File: src/rtl/reg_file_mp_pkg.sv
// rtl/reg_file_mp_pkg.sv - shared types and default sizes for the multi-port register file
package reg_file_mp_pkg;

    localparam int DEF_DATA_W = 8;
    localparam int DEF_ADDR_W = 3;
    localparam int DEF_NUM_RD = 2;

    typedef enum logic {
        IDLE  = 1'b0,
        CLEAR = 1'b1
    } clr_state_e;

endpackage

File: src/rtl/reg_file_mp_clear_seq.sv
// rtl/reg_file_mp_clear_seq.sv - background clear sweep FSM, one register zeroed per cycle
module reg_file_mp_clear_seq
    import reg_file_mp_pkg::*;
#(
    parameter int ADDR_W = DEF_ADDR_W
) (
    input  logic              i_clk,
    input  logic              i_rst,
    input  logic              i_clear,
    output logic              o_busy,
    output logic              o_clr_we,
    output logic [ADDR_W-1:0] o_clr_addr
);

    localparam logic [ADDR_W-1:0] PTR_LAST = '1;

    clr_state_e        state, state_nxt;
    logic [ADDR_W-1:0] ptr, ptr_nxt;

    always_ff @(posedge i_clk) begin
        if (i_rst) begin
            state <= IDLE;
            ptr   <= '0;
        end else begin
            state <= state_nxt;
            ptr   <= ptr_nxt;
        end
    end

    always_comb begin
        state_nxt  = state;
        ptr_nxt    = ptr;
        o_clr_we   = 1'b0;
        o_clr_addr = ptr;
        case (state)
            IDLE: begin
                if (i_clear) begin
                    state_nxt = CLEAR;
                    ptr_nxt   = '0;
                end
            end
            CLEAR: begin
                o_clr_we = 1'b1;
                // Leave on the last address rather than letting ptr wrap
                if (ptr == PTR_LAST) begin
                    state_nxt = IDLE;
                    ptr_nxt   = '0;
                end else begin
                    ptr_nxt = ptr + 1'b1;
                end
            end
            default: state_nxt = IDLE;
        endcase
    end

    assign o_busy = (state == CLEAR);

endmodule

File: src/rtl/reg_file_mp.sv
// rtl/reg_file_mp.sv - register file, one write port, NUM_RD registered read ports, clear sweep; REG_FILE_MP_BYPASS_EN enables write-to-read forwarding
module reg_file_mp
    import reg_file_mp_pkg::*;
#(
    parameter int DATA_W = DEF_DATA_W,
    parameter int ADDR_W = DEF_ADDR_W,
    parameter int NUM_RD = DEF_NUM_RD
) (
    input  logic                     i_clk,
    input  logic                     i_rst,
    input  logic [NUM_RD-1:0]        i_r_en,
    input  logic [NUM_RD*ADDR_W-1:0] i_r_address,
    output logic [NUM_RD*DATA_W-1:0] o_data,
    output logic [NUM_RD-1:0]        o_valid,
    input  logic                     i_write,
    input  logic [ADDR_W-1:0]        i_w_address,
    input  logic [DATA_W-1:0]        i_data,
    input  logic                     i_clear,
    output logic                     o_busy
);

    localparam int DEPTH = 1 << ADDR_W;

    logic [DATA_W-1:0] mem [DEPTH];
    logic              clr_we;
    logic [ADDR_W-1:0] clr_addr;
    logic              wr_acc;

    reg_file_mp_clear_seq #(.ADDR_W(ADDR_W)) u_clear_seq (
        .i_clk      (i_clk),
        .i_rst      (i_rst),
        .i_clear    (i_clear),
        .o_busy     (o_busy),
        .o_clr_we   (clr_we),
        .o_clr_addr (clr_addr)
    );

    // The sweep owns the array while busy, so user writes are simply dropped
    assign wr_acc = i_write & ~o_busy;

    always_ff @(posedge i_clk) begin
        if (i_rst) begin
            for (int i = 0; i < DEPTH; i++) mem[i] <= '0;
        end else if (clr_we) begin
            mem[clr_addr] <= '0;
        end else if (wr_acc) begin
            mem[i_w_address] <= i_data;
        end
    end

    for (genvar g = 0; g < NUM_RD; g++) begin : g_rd
        logic [ADDR_W-1:0] raddr;
        logic [DATA_W-1:0] rd_word;
        logic [DATA_W-1:0] data_q;
        logic              valid_q;
        logic              rd_acc;

        assign raddr  = i_r_address[g*ADDR_W +: ADDR_W];
        assign rd_acc = i_r_en[g] & ~o_busy;
`ifdef REG_FILE_MP_BYPASS_EN
        assign rd_word = (wr_acc && (i_w_address == raddr)) ? i_data : mem[raddr];
`else
        assign rd_word = mem[raddr];
`endif

        always_ff @(posedge i_clk) begin
            if (i_rst) begin
                data_q  <= '0;
                valid_q <= 1'b0;
            end else begin
                valid_q <= rd_acc;
                if (rd_acc) data_q <= rd_word;
            end
        end

        assign o_data[g*DATA_W +: DATA_W] = data_q;
        assign o_valid[g]                 = valid_q;
    end

endmodule
File: config.mk
export PLATFORM = sky130hd
export DESIGN_NAME = reg_file_mp
export DESIGN_NICKNAME = d
export VERILOG_FILES = /design/src/rtl/reg_file_mp_pkg.sv /design/src/rtl/reg_file_mp_clear_seq.sv /design/src/rtl/reg_file_mp.sv
export SDC_FILE = /design/constraint.sdc
export NUM_CORES = 1
export LEC_CHECK = 0
export BUFFER_PORTS_ARGS = -buffer_cell sky130_fd_sc_hd__buf_2
export CAP_MARGIN = 10
export CORE_MARGIN = 2
export CORE_UTILIZATION = 30
export CTS_CLUSTER_SIZE = 24
export DETAILED_ROUTE_END_ITERATION = 6
export SYNTH_ARGS = -nofsm -noshare
export SYNTH_HDL_FRONTEND = slang
export SYNTH_SLANG_ARGS = --single-unit
File: constraint.sdc
create_clock -name i_clk -period 3.4 [get_ports i_clk]
set_clock_uncertainty 0.05 [all_clocks]
set_input_delay 0.85 -clock i_clk [delete_from_list [all_inputs] [get_ports i_clk]]
set_output_delay 0.85 -clock i_clk [all_outputs]
set_load 0.05 [all_outputs]
==> impl_metrics.yaml <==
status:
  status: "completed"
sta:
  setup_viol: 0
  slew_headroom: 0.4479
  whs_ns: 0.4462
  finalMaxSlewViolations: 0
  rsz0062_at_grt: "false"
  finalSetupTns_ns: 0
  max_freq_mhz: 376.0
  final-hold-violation-count: 0
  finalCriticalPeriod_ns: 2.659
  fin_crit_sh: 0.7821
  tightestPinTransition_ns: 0.8265
clock_network:
  clk_pin_slew_ns: 0.06
  cts_max_level: 3
  cts_setup_buffers: 0
  holdBufCountCts: 0
  clockRootBuffer: "clkbuf_16"
  cts_resized: 0
  cts_made_buffers: 9
  cts_tree: "yes"
  clock_sinks: 86
  clk_latency_ns: 0.35
  cts_buffer_depth: 2
pwr:
  power_uw: 2484
  power.density_nw_per_um2: 497.6
  ir_worst_vdd_uv: 284.3
  p_leak_uw: 0.001924
route:
  avgViaCountPerCell: 5.166
  drt_iter0_drc: 237
  drcViolationCount: 0
  wl_per_cell_um: 19.07
  vias: 3203
  dr.pass1.iters: 4
  route.antenna.remaining_nets: 0
  wl_mm: 11.82
layout:
  instances_no_fill: 620
  num-nets-final: 456
  diodes: 0
  final_core_util: 0.3474
  syn_to_final_growth_pct: 14.36
  drive_gt1_frac: 0.1697
  fillers: 1421
run:
  cap_violations: 0
critical_path:
  critPathBufInv: 1
  slowest_stage: "o21bai_1"
  critPathRequiredTime_ns: 3.33
  slowest_delay_ns: 0.63
  arrival_ns: 2.59
  worst_setup_path_end_kind: "register"
  crit_family: "compound AO/OA/AOI/OAI gates"
  crit_type: "input port to register"
  worst-path-max-fanout: 9
  critPathLaunchType: "input port"
  path_cells: "buf_2, nor3b_4, mux2i_2, nand2_2, o21bai_1"
synthesis:
  yosysWarnings: 0
  syn-num-nets: 425
  yosys-top-cells-area: "edfxtp_1, mux2i_1, dfxtp_1, nor2_1, a22oi_1"
  synth_compound_area_frac: 0.09659
  post_synth.cell_area_avg_um2: 10.91
  synth-xor-area-share: 0
  syn_area_um2: 4365
  netlist.area_leader.share: 0.4402
  synth_top_family_by_area: "simple AND/OR/NAND/NOR gates"
  synthMuxAreaShare: 0.1605
  synthSimpleGateAreaFrac: 0.1668
  synth-seq-cells: 86
  yosysTopAreaCell: "edfxtp_1"
  synth_fa_ha_area_frac: 0.005732
  synthCells: 400
  synth.yosys.seq_area_share: 0.5411
  synth_cell_type_count: 30
grt:
  grt.met1_usage: 0.2294
  grtUsageTotal: 0.1526
  grt_pass1_wl_mm: 17.84
  overflow: 0
  antenna_found_initial: 0
  grt_pass1_vias: 3099
  grt_max_degree: 41
  use_met3: 0.03995
  met2_usage: 0.2118
  grt_most_used_layer: "met1"
die:
  start_util: 0.3038
  fp.coreArea_um2: 14370
  ios: 42
  die_y_um: 124.6
  die_w_um: 124.6
  rows: 44
  die_area_um2: 15530
min_path:
  hold_path_class: "register to register"
placed_design:
  dp_cells: 604
  gp_congestion: 0.8989
  dpl.hpwl_mm: 9.089
  port_buffers: 41
[power by group]
part | internal, uW | switching (uW) | leakage [uW]
sequential | 1180 | 43.1 | 0.000849
clock | 499 | 416 | 0.000126
combinational | 109 | 233 | 0.000949
[registers in the layout (all words and copies together), names as in the netlist]
signal                  count
g_rd.data_q                16
mem                        64
u_clear_seq.o_busy          1
u_clear_seq.o_clr_addr      3
g_rd.valid_q                2
[layout make-up]
class | instances | area, um2 | area share
inverters | 2 | 7.507 | 0.001504
multi-input cells | 286 | 1876 | 0.3757
clock buffers | 10 | 229.0 | 0.04586
clock inverters | 6 | 45.04 | 0.009023
repair buffers | 46 | 242.7 | 0.04862
well taps | 184 | 230.2 | 0.04612
flip-flops and latches | 86 | 2362 | 0.4732
[per-layer routing]
metal,share of wire,vias to the layer above
met5,0,-
met2,0.41,141
li1,-,1509
met3,0.077,18
met4,0.022,0
met1,0.49,1535
[path summary, 6_finish.rpt]
check | cells past startpoint | slack (ns) | start | to
hold reg to reg | 2 | 0.45 | g_rd[0].data_q[7]$_SDFFE_PP0P_ | g_rd[0].data_q[7]$_SDFFE_PP0P_
setup reg to reg | 4 | 0.80 | u_clear_seq.o_busy$_SDFF_PP0_ | mem[0][1]$_SDFFCE_PN0P_
hold / removal | 2 | 0.45 | g_rd[0].data_q[7]$_SDFFE_PP0P_ | g_rd[0].data_q[7]$_SDFFE_PP0P_
setup / recovery | 5 | 0.74 | i_rst | mem[0][1]$_SDFFCE_PN0P_
[worst reg2reg max path: cells and delay by family, from the launching register on]
family	cells	cell delay, ns
and+or+nand+nor	2	0.60
DFF	1	0.48
muxes	1	0.47
AOI/OAI and AO/OA	1	0.63
[layout by cell type (no fill, tap or decap)]
cell type,n
nand2_2,4
or3_1,9
clkbuf_16,9
a21oi_1,19
and2_1,2
mux2i_2,1
nor3b_4,1
nand2b_1,11
clkinvlp_4,3
a211oi_1,1
inv_6,2
mux2i_1,66
nand3_2,4
buf_2,41
edfxtp_1,64
nand3b_1,1
nor3_1,16
inv_1,2
o21bai_1,8
a21oi_2,1
nand2_1,5
mux2_2,1
nor2_1,91
nor3b_1,2
o32a_1,1
clkinv_2,1
dfxtp_1,22
mux2_4,1
clkbuf_1,1
buf_4,5
nor2b_1,7
ha_1,2
a22oi_1,32
[Yosys cell counts]
library cell / number
nor2_1: 91
nand2b_1: 11
nand2_1: 5
edfxtp_1: 64
dfxtp_1: 22
a211oi_1: 1
nand2_2: 4
nor3b_1: 2
mux2_4: 1
nand3b_1: 1
mux2i_2: 1
nor3b_4: 1
o32a_1: 1
o21bai_1: 8
ha_1: 2
and2_1: 2
clkbuf_1: 8
nor2b_1: 7
inv_1: 2
nand3_2: 4
mux2_2: 1
a21oi_2: 1
a22oi_1: 32
buf_1: 4
buf_2: 12
a21oi_1: 19
mux2i_1: 66
or3_1: 9
nor3_1: 16
buf_4: 2
[metrics by stage]
| step | worst slack [ns] | area (um2) |
|---|---|---|
| final | 0.7407 | 4992 |
| after CTS | 0.7946 | 4992 |
| after global routing | 0.6189 | 4992 |
| after global placement | 0.5199 | 4718 |
| after floorplan | 0.8149 | 4365 |
| after detailed placement | 0.4361 | 4718 |
[cell families after synthesis]
| family | Yosys count |
|---|---|
| multiplexers | 69 |
| buffers and inverters | 28 |
| adder cells (fa/ha/maj) | 2 |
| AND/OR/NAND/NOR | 153 |
| AO/OA/AOI/OAI | 62 |
| flip-flops | 86 |
No activity file was read; power rests on OpenSTA's default activity.
